## config.mk

```make
export PLATFORM = sky130hd
export DESIGN_NAME = laser_controller_flat
export DESIGN_NICKNAME = d
export VERILOG_FILES = /design/src/rtl/laser_pkg.sv /design/src/rtl/laser_if.sv /design/src/rtl/laser_frame_counter.sv /design/src/rtl/laser_controller.sv /design/src/flat_wrapper.sv
export SDC_FILE = /design/constraint.sdc
export NUM_CORES = 1
export LEC_CHECK = 0
export BUFFER_PORTS_ARGS = -buffer_cell sky130_fd_sc_hd__buf_4
export CAP_MARGIN = 10
export CORE_MARGIN = 10
export CORE_UTILIZATION = 50
export DETAILED_ROUTE_END_ITERATION = 10
export GPL_ROUTABILITY_DRIVEN = 0
export GPL_TIMING_DRIVEN = 0
export PLACE_DENSITY = 0.73
export SLEW_MARGIN = 5
export SYNTH_ARGS = -nofsm -noshare
export SYNTH_HDL_FRONTEND = slang
export SYNTH_SLANG_ARGS = --single-unit
```

## constraint.sdc

```tcl
create_clock -name clk -period 3.7 [get_ports clk]
set_clock_uncertainty 0.2 [all_clocks]
set_input_delay 0.74 -clock clk [delete_from_list [all_inputs] [get_ports clk]]
set_output_delay 0.74 -clock clk [all_outputs]
set_load 0.02 [all_outputs]
```

## src/rtl/laser_pkg.sv

```systemverilog
// Shared types and constants for the laser controller slice.
package laser_pkg;

  localparam int unsigned LASER_R_WIDTH = 4;

  typedef enum logic [1:0] {
    StIdle,
    StExtend,
    StHold,
    StCooldown
  } laser_state_t;

  function automatic int unsigned max3(input int unsigned a, input int unsigned b,
                                       input int unsigned c);
    int unsigned m;
    m = (a > b) ? a : b;
    return (m > c) ? m : c;
  endfunction

endpackage

```

## src/rtl/laser_if.sv

```systemverilog
// Signal bundle between the game logic (master) and the laser controller (slave).
interface laser_if;
  import laser_pkg::*;

  logic                     frame_tick;
  logic                     fire;
  logic [1:0]               quadrant_sel;
  logic                     hit;
  logic                     laser_active;
  logic [LASER_R_WIDTH-1:0] laser_r;
  logic [1:0]               laser_quadrant;
  logic                     fire_ready;
  logic                     shot_done;

  modport master (
    output frame_tick, fire, quadrant_sel, hit,
    input  laser_active, laser_r, laser_quadrant, fire_ready, shot_done
  );

  modport slave (
    input  frame_tick, fire, quadrant_sel, hit,
    output laser_active, laser_r, laser_quadrant, fire_ready, shot_done
  );

endinterface

```

## src/rtl/laser_frame_counter.sv

```systemverilog
// Clearable frame_tick counter; o_done flags the tick that reaches the terminal count.
module laser_frame_counter #(
  parameter int unsigned Width = 5
) (
  input  logic             clk,
  input  logic             rst,
  input  logic             i_en,
  input  logic             i_tick,
  input  logic             i_clear,
  input  logic [Width-1:0] i_last,
  output logic             o_done
);

  logic [Width-1:0] r_count;

  // i_last is terminal count minus one, so done fires on the N-th tick itself.
  assign o_done = i_en && i_tick && (r_count == i_last);

  always_ff @(posedge clk or posedge rst) begin
    if (rst) begin
      r_count <= '0;
    end else if (i_clear) begin
      r_count <= '0;
    end else if (i_en && i_tick) begin
      r_count <= r_count + Width'(1);
    end
  end

endmodule

```

## src/rtl/laser_controller.sv

```systemverilog
// Laser shot sequencer: IDLE -> EXTEND -> HOLD -> COOLDOWN, all outputs registered.
// Optional early stop on hit while extending: define LASER_HIT_STOP_EN.
module laser_controller
  import laser_pkg::*;
#(
  parameter int unsigned R_MAX           = 15,
  parameter int unsigned STEP_FRAMES     = 2,
  parameter int unsigned HOLD_FRAMES     = 4,
  parameter int unsigned COOLDOWN_FRAMES = 30
) (
  input logic    clk,
  input logic    rst,
  laser_if.slave bus
);

  localparam int unsigned CntW = $clog2(max3(STEP_FRAMES, HOLD_FRAMES, COOLDOWN_FRAMES) + 1);

  localparam logic [CntW-1:0]          StepLast = CntW'(STEP_FRAMES - 1);
  localparam logic [CntW-1:0]          HoldLast = CntW'(HOLD_FRAMES - 1);
  localparam logic [CntW-1:0]          CoolLast = CntW'(COOLDOWN_FRAMES - 1);
  localparam logic [LASER_R_WIDTH-1:0] RMax     = LASER_R_WIDTH'(R_MAX);

  laser_state_t             r_state, w_state_d;
  logic                     r_active, w_active_d;
  logic [LASER_R_WIDTH-1:0] r_len, w_len_d;
  logic [1:0]               r_quad, w_quad_d;
  logic                     r_ready, w_ready_d;
  logic                     r_done, w_done_d;

  logic            w_cnt_done;
  logic            w_cnt_clear;
  logic [CntW-1:0] w_cnt_last;
  logic            w_hit_stop;

`ifdef LASER_HIT_STOP_EN
  assign w_hit_stop = bus.hit;
`else
  logic w_unused_hit;
  assign w_unused_hit = bus.hit;
  assign w_hit_stop   = 1'b0;
`endif

  always_comb begin
    w_cnt_last = StepLast;
    case (r_state)
      StHold:     w_cnt_last = HoldLast;
      StCooldown: w_cnt_last = CoolLast;
      default:    w_cnt_last = StepLast;
    endcase
  end

  // Count restarts on every state change and on every length step.
  assign w_cnt_clear = (w_state_d != r_state) || w_cnt_done;

  laser_frame_counter #(
    .Width (CntW)
  ) u_frame_counter (
    .clk     (clk),
    .rst     (rst),
    .i_en    (r_state != StIdle),
    .i_tick  (bus.frame_tick),
    .i_clear (w_cnt_clear),
    .i_last  (w_cnt_last),
    .o_done  (w_cnt_done)
  );

  always_comb begin
    w_state_d  = r_state;
    w_active_d = r_active;
    w_len_d    = r_len;
    w_quad_d   = r_quad;
    w_done_d   = 1'b0;
    unique case (r_state)
      StIdle: begin
        if (bus.fire) begin
          w_state_d  = StExtend;
          w_active_d = 1'b1;
          w_len_d    = '0;
          w_quad_d   = bus.quadrant_sel;
        end
      end
      StExtend: begin
        // A hit outranks a coincident step: length freezes where it is.
        if (w_hit_stop) begin
          w_state_d = StHold;
        end else if (w_cnt_done) begin
          if (r_len == RMax) begin
            w_state_d = StHold;
          end else begin
            w_len_d = r_len + LASER_R_WIDTH'(1);
          end
        end
      end
      StHold: begin
        if (w_cnt_done) begin
          w_state_d  = StCooldown;
          w_active_d = 1'b0;
          w_len_d    = '0;
          w_done_d   = 1'b1;
        end
      end
      StCooldown: begin
        if (w_cnt_done) begin
          w_state_d = StIdle;
        end
      end
      default: w_state_d = StIdle;
    endcase
    w_ready_d = (w_state_d == StIdle);
  end

  always_ff @(posedge clk or posedge rst) begin
    if (rst) begin
      r_state  <= StIdle;
      r_active <= 1'b0;
      r_len    <= '0;
      r_quad   <= '0;
      r_ready  <= 1'b1;
      r_done   <= 1'b0;
    end else begin
      r_state  <= w_state_d;
      r_active <= w_active_d;
      r_len    <= w_len_d;
      r_quad   <= w_quad_d;
      r_ready  <= w_ready_d;
      r_done   <= w_done_d;
    end
  end

  assign bus.laser_active   = r_active;
  assign bus.laser_r        = r_len;
  assign bus.laser_quadrant = r_quad;
  assign bus.fire_ready     = r_ready;
  assign bus.shot_done      = r_done;

endmodule

```

## src/flat_wrapper.sv

```systemverilog
// flat-port wrapper written by rule: the top's interface ports become plain ports
module laser_controller_flat import laser_pkg::*;
#(
  parameter int unsigned R_MAX           = 15,
  parameter int unsigned STEP_FRAMES     = 2,
  parameter int unsigned HOLD_FRAMES     = 4,
  parameter int unsigned COOLDOWN_FRAMES = 30
)
  (clk, rst, bus_frame_tick, bus_fire, bus_quadrant_sel, bus_hit, bus_laser_active, bus_laser_r, bus_laser_quadrant, bus_fire_ready, bus_shot_done);
  laser_if bus_i ();
  input logic clk;
  input logic rst;
  input wire logic [$bits(bus_i.frame_tick)-1:0] bus_frame_tick;
  input wire logic [$bits(bus_i.fire)-1:0] bus_fire;
  input wire logic [$bits(bus_i.quadrant_sel)-1:0] bus_quadrant_sel;
  input wire logic [$bits(bus_i.hit)-1:0] bus_hit;
  output wire logic [$bits(bus_i.laser_active)-1:0] bus_laser_active;
  output wire logic [$bits(bus_i.laser_r)-1:0] bus_laser_r;
  output wire logic [$bits(bus_i.laser_quadrant)-1:0] bus_laser_quadrant;
  output wire logic [$bits(bus_i.fire_ready)-1:0] bus_fire_ready;
  output wire logic [$bits(bus_i.shot_done)-1:0] bus_shot_done;
  assign bus_i.frame_tick = bus_frame_tick;
  assign bus_i.fire = bus_fire;
  assign bus_i.quadrant_sel = bus_quadrant_sel;
  assign bus_i.hit = bus_hit;
  assign bus_laser_active = bus_i.laser_active;
  assign bus_laser_r = bus_i.laser_r;
  assign bus_laser_quadrant = bus_i.laser_quadrant;
  assign bus_fire_ready = bus_i.fire_ready;
  assign bus_shot_done = bus_i.shot_done;
  laser_controller #(.R_MAX(R_MAX), .STEP_FRAMES(STEP_FRAMES), .HOLD_FRAMES(HOLD_FRAMES), .COOLDOWN_FRAMES(COOLDOWN_FRAMES)) u_core (.clk(clk), .rst(rst), .bus(bus_i));
endmodule
```

==> summary.md <==
| Metric | Value |
|---|---|
| Outcome | `finished, final reports clean` |
| Endpoints failing hold | `0` |
| Most common cell after layout, fill and taps aside | `dfrtp_1` |
| I/O pins | `16` |
| Clock sinks | `16` |
| Die area | `3650 um2` |
| Synthesized flop and latch total | `16` |
| Worst r2r dst | `u_core.bus.laser_r[3]` |
| Synth cell types | `30` |
| Stages on worst setup path | `6` |
| Internal | `between 0.3 and 0.4 mW` |
| Die W | `around 60 um` |
| Fin area | `between 900 and 1000 um2` |
| DR pass1 iterations | `4` |
| CTS buffer count | `3` |
| GRT overflow | `0` |
| RSZ-0062 raised after global routing | `no` |
| Most frequent cells in the layout | `dfrtp_1 (15), buf_4 (14), nor2_1 (6)` |
| Leak | `0.453 nW` |
| Initial Util | `53.6%` |
| Vias | `660` |
| Max incr delay on CP | `0.44 ns` |
| Slew Limit Fails | `0` |
| Clock power share | `19.2%` |
| Vias in the first global route | `679` |
| Final Worst Setup Slack | `between 1.5 and 2 ns` |
| Worst hold path class | `in -> async` |
| Worst skew pair latency | `0.28 ns` |
| Routed WL | `~1800 um` |
| Diodes inserted | `0` |
| Cell count after placement | `~110` |
| Sw power | `0.233 mW` |
| Critical R2R Launch | `u_core.bus.laser_r[0]` |
| CTS clk-pin slew, worst paths | `0.10 ns` |
| CTS tree | `built` |
| Post-route minimum period | `2.05 ns` |
| Post-DR vias/cell | `5.84` |
| Row count | `14` |
| Layout net count | `107` |
| Crit-path max FO | `6` |
| Pre-CTS setup slack | `roughly 1.7 ns` |
| Top delay family on crit path | `compound AO/OA/AOI/OAI gates` |
| Crit-path cells | `ha_1 -> a31oi_1 -> a22o_1 -> nand3_4 -> or3_1 -> a21oi_1` |
| Net Sw Frac | `between 30% and 40%` |
| Reg power frac | `45.9%` |
| Syn_nets | `between 80 and 90` |
| Synth Cell Area | `between 800 and 900 um2` |
| Synthesis-to-finish area growth | `19.8%` |
| Synth Area per Inst | `about 10 um2` |
| Root Driver | `clkbuf_4` |
| Synth area leader | `dfrtp_1` |
| Starting DRT DRC Count | `14` |
| # port buffers | `14` |
| FF-to-FF setup slack | `1.65 ns` |
| R2R cell count | `6` |
| Critical path's slowest cell | `dfrtp_1` |
| Kind of critical path | `reg -> reg` |
| Total negative slack | `0 ns` |
| Initial antenna violation count | `0` |
| Worst Path Required | `3.71 ns` |
| Slew HR | `59.6%` |
| Post-cts resize count | `0` |
| Final setup fails | `0` |
| Drt drc | `0` |
| ANT nets after route | `0` |
| Buffers & Inverters on Critical Path | `0` |
| Synth async-reset ratio | `100%` |
| H-tree levels | `1` |
| Wire per inst | `roughly 16 um` |
| First-pass GRT wire length | `3060 um` |
| Power Dens Cells | `611 nW/um2` |
| Setup bufs post-CTS | `0` |
| Post-synthesis cell count | `79` |
| Clk buf depth | `2` |
| Combinational power share | `34.9%` |
| Synth top area share | `45.9%` |
| GRT Util Overall | `a little over a tenth` |
| Die Y | `60.4 um` |
| Overall power | `0.598 mW` |
| Fmax | `489 MHz` |
| CP startpoint kind | `register` |
| Area of placed instances | `approximately 940 um2` |
| Tcrit/Tclk final | `between 50% and 60%` |
| Layout cells sized above 1 | `24.7%` |
| DP HPWL | `1330 um` |
| Largest net degree at the start of global routing | `17` |
| Most used DFF post-synth | `dfrtp_1` |
| Arrival time worst endpoint | `roughly 2.1 ns` |
| Seq/Total Area, Yosys | `49.2%` |
| Post-Layout Cell Count | `113` |
| Cts hold-fix bufs | `0` |
| Worst Tran Pin Value | `0.605 ns` |
| Peak supply drop | `between 0.3 and 0.4 mV` |
| Crit end category | `register` |
| Max_cap viols | `0` |
| Synth top area cells | `dfrtp_1 (46%), xor2_1 (4.3%), dfstp_2 (3.2%)` |
| Placeable Area | `1520 um2` |
| Yosys warns | `0` |
| Post-synth EDFFs | `0` |
## synth_stat cells (2+ instances only)
| library cell | instances |
|---|---|
| nand3_1 | 4 |
| dfrtp_1 | 15 |
| clkbuf_1 | 2 |
| nand2_1 | 4 |
| inv_1 | 5 |
| nor3_1 | 3 |
| mux2_2 | 2 |
| o21ai_0 | 5 |
| nor2_1 | 6 |
| o211ai_1 | 2 |
| a21oi_1 | 4 |
| a31oi_1 | 2 |
| nand4_1 | 4 |
| ha_1 | 2 |
| xor2_1 | 4 |
## sequential cells by signal (all words and copies together) (netlist names)
register,flops
u_core.r_state,2
u_core.u_frame_counter.r_count,5
u_core.bus.laser_quadrant,2
u_core.bus.laser_active,1
u_core.bus.laser_r,4
u_core.bus.fire_ready,1
u_core.bus.shot_done,1
## worst max-delay path by stage
stage	startpoint	end	slack, ns
CTS	u_core.bus.laser_r[0]	u_core.bus.laser_r[3]	1.67
global route	u_core.bus.laser_r[0]	u_core.bus.laser_r[3]	1.53
global placement	u_core.bus.laser_r[0]	u_core.bus.laser_r[3]	1.69
floorplan	u_core.bus.laser_r[0]	u_core.bus.laser_r[3]	1.73
finish	u_core.bus.laser_r[0]	u_core.bus.laser_r[3]	1.65
detailed placement	bus_frame_tick	u_core.u_frame_counter.r_count[3]	1.68
## metrics by stage
stage | hold WS [ns] | util, %
floorplan | 0.308 | -
global placement | 0.290 | 61.8
detailed placement | 0.310 | 61.8
CTS | 0.335 | 64.2
global route | 0.349 | 64.2
finish | 0.320 | 64.2
## worst reg2reg max path, stage by stage, from the launching register on
cell	delay [ns]
dfrtp_1	0.44
ha_1	0.25
a31oi_1	0.23
a22o_1	0.23
nand3_4	0.11
or3_1	0.36
a21oi_1	0.15
## power by group through the flow
stage	clock network (mW)	logic, mW	registers [mW]
6_report	0.115	0.209	0.274
5_1_grt	0.128	0.231	0.284
4_1_cts	0.116	0.211	0.274
3_5_place_dp	0	0.208	0.277
3_3_place_gp	0	0.202	0.274
2_1_floorplan	0	0.134	0.283
## final cells by class
cell class,instances,area (um2)
Fill cell,122,546
Multi-Input combinational cell,56,389
Timing Repair Buffer,14,105
Tap cell,16,20.0
Buffer,2,7.51
Clock buffer,4,36.3
Inverter,5,18.8
Sequential cell,16,402
## logic make-up (layout without fill, tap and decap cells)
kind of cell	count (synthesis)	in the layout	synth area share, %
simple gates	25	25	16.4
xor+xnor	4	4	4.29
fa+ha+maj	2	2	3.06
flops	16	16	49.2
compound gates	22	22	19.9
buf+inv	7	25	3.22
mux	3	3	3.98
## routing by layer
metal | vias to the layer above | GRT usage [%] | wire [um]
met5 | - | 0 | 0
met4 | 0 | 3.76 | 12
met3 | 2 | 5.01 | 162
met2 | 23 | 17.5 | 838
met1 | 311 | 12.1 | 744
li1 | 324 | - | -
Note: power is estimated with default switching activity, not from simulation.
